==> config.mk <==
export PLATFORM = sky130hd
export DESIGN_NAME = dsp_run_controller_flat
export DESIGN_NICKNAME = d
export VERILOG_FILES = /design/src/rtl/dsp_run_controller_if.sv /design/src/rtl/dsp_run_controller.sv /design/src/flat_wrapper.sv
export SDC_FILE = /design/constraint.sdc
export NUM_CORES = 2
export LEC_CHECK = 0
export ABC_AREA = 0
export CAP_MARGIN = 20
export CORE_ASPECT_RATIO = 1.5
export CORE_MARGIN = 2
export CORE_UTILIZATION = 64
export CTS_CLUSTER_DIAMETER = 80
export DETAILED_ROUTE_END_ITERATION = 10
export GPL_ROUTABILITY_DRIVEN = 0
export PLACE_DENSITY_LB_ADDON = 0.05
export SETUP_SLACK_MARGIN = 0.4
export SLEW_MARGIN = 40
export SYNTH_ARGS = -nofsm -noshare
export SYNTH_HDL_FRONTEND = slang
export SYNTH_SLANG_ARGS = --single-unit
==> constraint.sdc <==
create_clock -name clk -period 6.99 [get_ports clk]
set_input_delay 1.7475 -clock clk [delete_from_list [all_inputs] [get_ports clk]]
set_output_delay 1.7475 -clock clk [all_outputs]
set_load 0.05 [all_outputs]
==> src/rtl/dsp_run_controller_if.sv <==
// Host/processor-facing signal bundle for dsp_run_controller.
// slave = controller side, master = host/processor side.
interface dsp_run_controller_if;
  logic        load_valid;
  logic [11:0] load_data;
  logic        load_last;
  logic        load_ready;
  logic        run_req;
  logic        busy;
  logic        proc_reset;
  logic        proc_start;
  logic [7:0]  proc_pc;
  logic [11:0] proc_mem_out;
  logic [7:0]  proc_acc;
  logic        proc_data_ready;
  logic        result_valid;
  logic [7:0]  result_data;
  logic        result_ready;
  logic        timeout_err;
  logic        err_clr;
  logic [8:0]  load_count;

  modport slave (
    input  load_valid, load_data, load_last, run_req, proc_pc, proc_acc,
           proc_data_ready, result_ready, err_clr,
    output load_ready, busy, proc_reset, proc_start, proc_mem_out,
           result_valid, result_data, timeout_err, load_count
  );

  modport master (
    output load_valid, load_data, load_last, run_req, proc_pc, proc_acc,
           proc_data_ready, result_ready, err_clr,
    input  load_ready, busy, proc_reset, proc_start, proc_mem_out,
           result_valid, result_data, timeout_err, load_count
  );
endinterface

==> src/rtl/dsp_run_controller.sv <==
// Loads a program into local RAM, runs the attached processor under a watchdog,
// and hands the final accumulator to a consumer. All outputs are registered.
module dsp_run_controller #(
  parameter int WDOG_CYCLES = 1024,
  parameter int PROG_DEPTH  = 256
) (
  input  logic clk,
  input  logic reset,
  dsp_run_controller_if.slave bus
);
  localparam int          AW        = $clog2(PROG_DEPTH);
  localparam logic [8:0]  DEPTH     = 9'(PROG_DEPTH);
  localparam logic [15:0] WDOG_LAST = 16'(WDOG_CYCLES - 1);

  typedef enum logic [2:0] {IDLE, PRIME, RUN, DONE, FAULT} state_t;

  state_t      state_q, state_d;
  logic [8:0]  cnt_q, cnt_d;
  logic        closed_q, closed_d;
  logic [15:0] wdog_q, wdog_d;
  logic        rv_q, rv_d;
  logic [7:0]  rd_q, rd_d;
  logic        to_q, to_d;
  logic        lr_q, lr_d;
  logic        busy_q, busy_d;
  logic        prst_q, prst_d;
  logic        pstart_q, pstart_d;
  logic [11:0] mem_q;
  logic        accept;
  logic [AW-1:0] wr_addr;

  logic [11:0] ram [0:PROG_DEPTH-1];

  // load_ready is only ever high in IDLE, so it alone qualifies acceptance
  assign accept  = bus.load_valid & lr_q;
  assign wr_addr = closed_q ? '0 : cnt_q[AW-1:0];

  always_comb begin
    state_d  = state_q;
    cnt_d    = cnt_q;
    closed_d = closed_q;
    wdog_d   = wdog_q;
    rv_d     = rv_q;
    rd_d     = rd_q;
    to_d     = to_q;
    case (state_q)
      IDLE: begin
        if (accept) begin
          if (closed_q) begin
            cnt_d    = 9'd1;
            closed_d = bus.load_last || (DEPTH == 9'd1);
          end else begin
            cnt_d    = cnt_q + 9'd1;
            closed_d = bus.load_last || (cnt_q + 9'd1 == DEPTH);
          end
        end else if (bus.run_req && closed_q) begin
          state_d = PRIME;
        end
      end
      PRIME: begin
        state_d = RUN;
        wdog_d  = '0;
      end
      RUN: begin
        // completion takes priority over the watchdog terminal count
        if (bus.proc_data_ready) begin
          rd_d    = bus.proc_acc;
          rv_d    = 1'b1;
          state_d = DONE;
        end else if (wdog_q == WDOG_LAST) begin
          to_d    = 1'b1;
          state_d = FAULT;
        end else begin
          wdog_d = wdog_q + 16'd1;
        end
      end
      DONE: begin
        if (bus.result_ready) begin
          rv_d    = 1'b0;
          state_d = IDLE;
        end
      end
      FAULT: begin
        if (bus.err_clr) begin
          to_d    = 1'b0;
          state_d = IDLE;
        end
      end
      default: state_d = IDLE;
    endcase
    busy_d   = (state_d == PRIME) || (state_d == RUN);
    prst_d   = (state_d != RUN);
    pstart_d = (state_d == PRIME);
    lr_d     = (state_d == IDLE) && ((cnt_d < DEPTH) || closed_d);
  end

  always_ff @(posedge clk or posedge reset) begin
    if (reset) begin
      state_q  <= IDLE;
      cnt_q    <= '0;
      closed_q <= 1'b0;
      wdog_q   <= '0;
      rv_q     <= 1'b0;
      rd_q     <= '0;
      to_q     <= 1'b0;
      lr_q     <= 1'b1;
      busy_q   <= 1'b0;
      prst_q   <= 1'b1;
      pstart_q <= 1'b0;
      mem_q    <= '0;
    end else begin
      state_q  <= state_d;
      cnt_q    <= cnt_d;
      closed_q <= closed_d;
      wdog_q   <= wdog_d;
      rv_q     <= rv_d;
      rd_q     <= rd_d;
      to_q     <= to_d;
      lr_q     <= lr_d;
      busy_q   <= busy_d;
      prst_q   <= prst_d;
      pstart_q <= pstart_d;
      mem_q    <= ram[bus.proc_pc[AW-1:0]];
    end
  end

  // program storage is deliberately not reset
  always_ff @(posedge clk) begin
    if (accept && !reset) ram[wr_addr] <= bus.load_data;
  end

  assign bus.load_ready   = lr_q;
  assign bus.busy         = busy_q;
  assign bus.proc_reset   = prst_q;
  assign bus.proc_start   = pstart_q;
  assign bus.proc_mem_out = mem_q;
  assign bus.result_valid = rv_q;
  assign bus.result_data  = rd_q;
  assign bus.timeout_err  = to_q;
  assign bus.load_count   = cnt_q;
endmodule
==> src/flat_wrapper.sv <==
// flat-port wrapper written by rule: the top's interface ports become plain ports
module dsp_run_controller_flat 
#(
  parameter int WDOG_CYCLES = 1024,
  parameter int PROG_DEPTH  = 256
)
  (clk, reset, bus_load_valid, bus_load_data, bus_load_last, bus_run_req, bus_proc_pc, bus_proc_acc, bus_proc_data_ready, bus_result_ready, bus_err_clr, bus_load_ready, bus_busy, bus_proc_reset, bus_proc_start, bus_proc_mem_out, bus_result_valid, bus_result_data, bus_timeout_err, bus_load_count);
  dsp_run_controller_if bus_i ();
  input  logic clk;
  input  logic reset;
  input wire logic [$bits(bus_i.load_valid)-1:0] bus_load_valid;
  input wire logic [$bits(bus_i.load_data)-1:0] bus_load_data;
  input wire logic [$bits(bus_i.load_last)-1:0] bus_load_last;
  input wire logic [$bits(bus_i.run_req)-1:0] bus_run_req;
  input wire logic [$bits(bus_i.proc_pc)-1:0] bus_proc_pc;
  input wire logic [$bits(bus_i.proc_acc)-1:0] bus_proc_acc;
  input wire logic [$bits(bus_i.proc_data_ready)-1:0] bus_proc_data_ready;
  input wire logic [$bits(bus_i.result_ready)-1:0] bus_result_ready;
  input wire logic [$bits(bus_i.err_clr)-1:0] bus_err_clr;
  output wire logic [$bits(bus_i.load_ready)-1:0] bus_load_ready;
  output wire logic [$bits(bus_i.busy)-1:0] bus_busy;
  output wire logic [$bits(bus_i.proc_reset)-1:0] bus_proc_reset;
  output wire logic [$bits(bus_i.proc_start)-1:0] bus_proc_start;
  output wire logic [$bits(bus_i.proc_mem_out)-1:0] bus_proc_mem_out;
  output wire logic [$bits(bus_i.result_valid)-1:0] bus_result_valid;
  output wire logic [$bits(bus_i.result_data)-1:0] bus_result_data;
  output wire logic [$bits(bus_i.timeout_err)-1:0] bus_timeout_err;
  output wire logic [$bits(bus_i.load_count)-1:0] bus_load_count;
  assign bus_i.load_valid = bus_load_valid;
  assign bus_i.load_data = bus_load_data;
  assign bus_i.load_last = bus_load_last;
  assign bus_i.run_req = bus_run_req;
  assign bus_i.proc_pc = bus_proc_pc;
  assign bus_i.proc_acc = bus_proc_acc;
  assign bus_i.proc_data_ready = bus_proc_data_ready;
  assign bus_i.result_ready = bus_result_ready;
  assign bus_i.err_clr = bus_err_clr;
  assign bus_load_ready = bus_i.load_ready;
  assign bus_busy = bus_i.busy;
  assign bus_proc_reset = bus_i.proc_reset;
  assign bus_proc_start = bus_i.proc_start;
  assign bus_proc_mem_out = bus_i.proc_mem_out;
  assign bus_result_valid = bus_i.result_valid;
  assign bus_result_data = bus_i.result_data;
  assign bus_timeout_err = bus_i.timeout_err;
  assign bus_load_count = bus_i.load_count;
  dsp_run_controller #(.WDOG_CYCLES(WDOG_CYCLES), .PROG_DEPTH(PROG_DEPTH)) u_core (.clk(clk), .reset(reset), .bus(bus_i));
endmodule
* Yosys cells after proc, flatten, opt, wreduce, memory -nomap -nowiden *
Memories as Yosys holds them, arrays and structs flattened. A register that Yosys moved wholly into a read port is not among the register bits.
Cells that the tools add are included.
W data, S select, Z words.

word-level totals
  output and inout port bits = 35
  input port bits = 36
  bits in latches = 0
  memories = 1
  memory bits (writable) = 3072
  ROM bits = 0
  bits in registers = 43
  logic and storage cells = 73

cells by class
  $mul = 0
  add/subtract/negate cells = 2
  multiplexer cells = 26
  order comparisons = 1
  reductions and logical operators = 16
  bitwise gates (word level) = 1
  shift-type cells = 0
  divide/modulo/power cells = 0
  equality and inequality tests = 15

memory list
  memory      depth  width  rd ports  clocked after memory_dff  write ports  RTL line                  text
  u_core.ram  256    12     1         1                         1            dsp_run_controller.sv:32  logic [11:0] ram [0:PROG_DEPTH-1];

operators by type and width
  cell                     count
  $mux W16                 2
  $pmux W16 S2             1
  $mux W9                  3
  $mux W3                  6
  $add A16 B1 Y16 const B  1
  $eq A16 B10 Y1 const B   1
  $pmux W3 S5              1
  $mux W1                  10
  $ne A2 B2 Y1 const B     5
  $add A9 B1 Y9 const B    1
  $eq A3 B2 Y1 const B     3
  $eq A9 B9 Y1 const B     1
  $lt A9 B9 Y1 const B     1
  $mux W8                  1
  $eq A3 B1 Y1 const B     2
  $logic_not A3 Y1         2
  $reduce_and A3 Y1        2
  $reduce_bool A2 Y1       3
  $pmux W1 S2              2
  $reduce_and A4 Y1        1
  $eq A3 B3 Y1 const B     1
  $logic_and A1 B1 Y1      3
  $logic_or A1 B1 Y1       3
  $ne A3 B2 Y1 const B     1
  other kinds (4)          4

* Longest topological paths before layout *
  word-level depth = 8
  depth in mapped cells = 12
  depth with buffers taken out = 7

* Least setup slack after synthesis *
OpenSTA, ideal clock, no wires.

  path type = in2reg
  from = input bus_load_valid
  to = memory u_core.ram[146][0], enable pin
  path buffers = 2
  setup slack = 3.202 ns
  stages = 6
  arrival = 3.407 ns
  required time = 6.610 ns
  library setup time = 0.380 ns
  path through = nand2_1 > nor2_1 > clkbuf_1 > nand4_1 > clkbuf_1 > nor2_1

between the ends
  longest elaborated chain between the ends = 4

RTL lines
  what                           RTL line                   text
  from (decl)                    flat_wrapper.sv:11         input wire logic [$bits(bus_i.load_valid)-1:0] bus_load_valid;
  $and A1 B1 Y1                  dsp_run_controller.sv:35   assign accept = bus.load_valid & lr_q;
  $logic_and A1 B1 Y1            dsp_run_controller.sv:129  if (accept && !reset) ram[wr_addr] <= bus.load_data;
  $mux W1                        dsp_run_controller.sv:129
  $mux W1 (not written as such)  dsp_run_controller.sv:129
  to (decl)                      dsp_run_controller.sv:32

No other way between the ends.

==> run metrics <==
period utilization=between 70% and 80%; pwr dens=roughly 290 nW/um^2; total clock sinks=between 3000 and 4000; grt ovf=0; clock buffer depth=4; Die H=between 500 and 600 um; register area share after synthesis=between 70 and 80%; initial antenna violation count=14; cell count after synthesis=around 5700; fmax=198 MHz; average cell area after synthesis=about 21 um^2; Yosys cell types=64; Rows=roughly 190; Core Area=around 190000 um^2; H-tree levels=5; largest net degree at the start of global routing=approximately 160; Top Usage Layer GRT=met2; crit-path max FO=slightly below 100; Cell Chain, Critical Path=buf_8 -> buf_12 -> buf_12 -> mux4_2 -> a22oi_1 -> a21oi_1 -> nor4_1 -> nor4_1; placed insts=roughly 8000; Detailed Place HPWL=194 mm; CTS tree=built; CP endpoint kind=register; hold depth=2; Setup TNS=0 ns; async set or reset register ratio after synthesis=1.76%; Clock Skews=between 0.03 and 0.04 ns; GRT Total Usage=about a third; Routed Antenna Nets=0; LEAKAGE=about 42 nW; top_reg_cell synth=edfxtp_1; met3 GRT Util=5.76%; io pins=approximately 70; post-synth top area share=between 70% and 80%; Max-slew headroom=between 30% and 40%; Routed WL=approximately 320 mm; Tmin final=roughly 5.1 ns; top-count cell post-synth=edfxtp_1; setup slack at placement=roughly 1.2 ns; register area=roughly 94000 um^2; Detailed Routing Iterations Pass 1=6; Final Util=~72%; setup repair bufs after CTS=0; R2R Setup Slk=around 3.0 ns; worst r2r dst=u_core.ram[37][6]$_DFFE_PP_; CP peak stage delay=roughly 0.80 ns; # DRC=0; CP max-delay cell=nor4_1; Post-synth EDFFs=~3100; full die area=between 150000 and 200000 um^2; vias per cell=roughly 7; final setup violation count=0; Initial Util=64.5%; Reg2Reg Depth=6; synth cell count leaders=3072 x edfxtp_1, 660 x mux4_2, 295 x nor2_1, 244 x a22oi_1, 209 x a21oi_1; Synth-to-Final Area Change=11.8%; share of cells above drive strength 1=around a quarter; critical path arrival=around 5.8 ns; routed len/inst=approximately 37 um; Hold Path Class=reg2reg; fin worst setup slack=1.94 ns; area of the multi-input gates=about 25000 um^2; final hold vios=0; Hold Path Origin=u_core.bus.timeout_err$_DFFE_PP0P_; cts repair resizes=0; CTS root buf=clkbuf_16; Final #Nets=6000; initial drt markers=8157; final slew viol count=0; syn_nets=5691; Non-Filler Instances=around 8600; Slew @ Worst Pin=between 0.9 and 1 ns; Post-Syn Area=between 100000 and 150000 um^2; reg2reg start=u_core.bus.load_count[2]$_DFFE_PP0P_; Critical Path RT=slightly below 8 ns; port bufs=70; maxcap violations=0; post-synthesis register bit count=around 3100; met2 Track Usage GR=54.3%; cts-stage hold buffer count=0; leading area contributor after synthesis=edfxtp_1; Fill cells=10930; Via Count=just over 60000; top cells by area, synth=edfxtp_1 77%, mux4_2 12%, a22oi_1 1.5%; first-pass GRT wire length=448 mm; Setup crit start kind=input port; status=finished, final reports clean; Reg clk slew, reported paths=about 0.070 ns; peak supply drop=about 290 uV; vias in the first global route=around 61000; die width=~360 um; Inserted Clock Buffers=about 290; RSZ-0062 raised after global routing=false; Skew-Pair Late Insertion Delay=0.86 ns; routing usage on met1=approximately 44%; hold endpoint=u_core.bus.timeout_err$_DFFE_PP0P_; Warnings, synthesis=0; critical path type=in2reg
[per-stage QoR]
step	power [mW]	hold slack (ns)	instance area, um^2
3_3_place_gp	24.0	0.480	125000
6_report	38.8	0.494	135000
3_5_place_dp	24.1	0.484	125000
5_1_grt	39.7	0.528	135000
4_1_cts	38.8	0.500	134000
2_1_floorplan	22.7	0.506	120000
[worst max-delay path: cells and delay by family]
kind	cells	cell delay [ns]
AOI/OAI and AO/OA	2	0.77
buffers and inverters	3	1.58
muxes	1	0.41
and+or+nand+nor	2	0.91
[layout make-up]
| class | instances | area share [%] |
|---|---|---|
| inverter | 15 | 0.0419 |
| sequential | 3127 | 69.6 |
| timing repair buffer | 370 | 2.83 |
| tap | 2450 | 2.28 |
| multi-input combinational | 2163 | 18.7 |
| clock inverter | 136 | 0.842 |
| antenna | 3 | 0.00558 |
| clock buffer | 367 | 5.65 |
[registers in the layout, summed over array words and instances (netlist names)]
register,count
u_core.ram,3072
u_core.wdog_q,16
u_core.bus.proc_mem_out,12
u_core.bus.load_count,9
u_core.bus.result_data,8
u_core.state_q,3
u_core.bus.busy,1
u_core.bus.load_ready,1
u_core.bus.proc_reset,1
u_core.bus.proc_start,1
u_core.bus.result_valid,1
u_core.bus.timeout_err,1
u_core.closed_q,1
[power breakdown]
group	switching (mW)	total, mW	internal (mW)
logic	2.01	2.89	0.887
registers	0.180	20.9	20.7
clock network	6.69	15.0	8.30
total	8.88	38.8	29.9
[kinds of logic after synthesis]
family	count (synthesis)	share of synthesized area [%]
simple gates	566	2.15
buf+inv	363	1.68
xor+xnor	12	0.0874
mux	869	14.1
flops	3127	77.8
fa+ha+maj	2	0.0208
compound gates	714	4.09
[layer usage]
metal | vias up | wire length, um
li1 | 24427 | -
met3 | 715 | 27000
met5 | - | 73
met4 | 12 | 19400
met2 | 3416 | 158000
met1 | 31970 | 111000
[cells in the final DEF, fill, tap and decap left out, types with 13 or more instances in the layout]
cell type,netlist,final
a21oi_1,209,208
edfxtp_1,3072,3072
nor3_1,35,29
nor2_2,1,111
clkbuf_1,160,72
bufinv_16,0,16
nand3_1,37,31
o21ai_0,22,22
nand2_1,66,64
mux2_2,33,33
a22oi_1,244,244
mux4_2,660,660
a221oi_1,36,36
a22o_1,15,15
nor2_4,0,14
clkdlybuf4s50_1,0,54
nor4_1,34,29
buf_16,0,17
or2_2,14,14
clkbuf_16,0,290
inv_6,0,14
dfrtp_1,53,52
a211oi_1,13,13
clkinv_1,2,58
nor2_1,295,171
buf_4,46,243
buf_12,7,35
mux2i_1,176,176
o22ai_1,30,30
o221ai_1,75,75
or3_1,20,17
clkinv_2,0,35
a31oi_1,20,19
[how the worst max path moves through the flow]
stage | from | to | slack, ns | cells after the start
floorplan | bus_load_valid | u_core.ram[146][0]$_DFFE_PP_ | 3.20 | 6
global placement | bus_proc_pc[4] | u_core.bus.proc_mem_out[6]$_DFF_PP0_ | 0.78 | 8
detailed placement | bus_proc_pc[1] | u_core.bus.proc_mem_out[5]$_DFF_PP0_ | 1.21 | 8
CTS | bus_proc_pc[1] | u_core.bus.proc_mem_out[5]$_DFF_PP0_ | 2.12 | 8
global route | bus_proc_pc[1] | u_core.bus.proc_mem_out[5]$_DFF_PP0_ | 1.98 | 8
finish | bus_proc_pc[1] | u_core.bus.proc_mem_out[5]$_DFF_PP0_ | 1.94 | 8
Power figures use the tool's default switching activity.
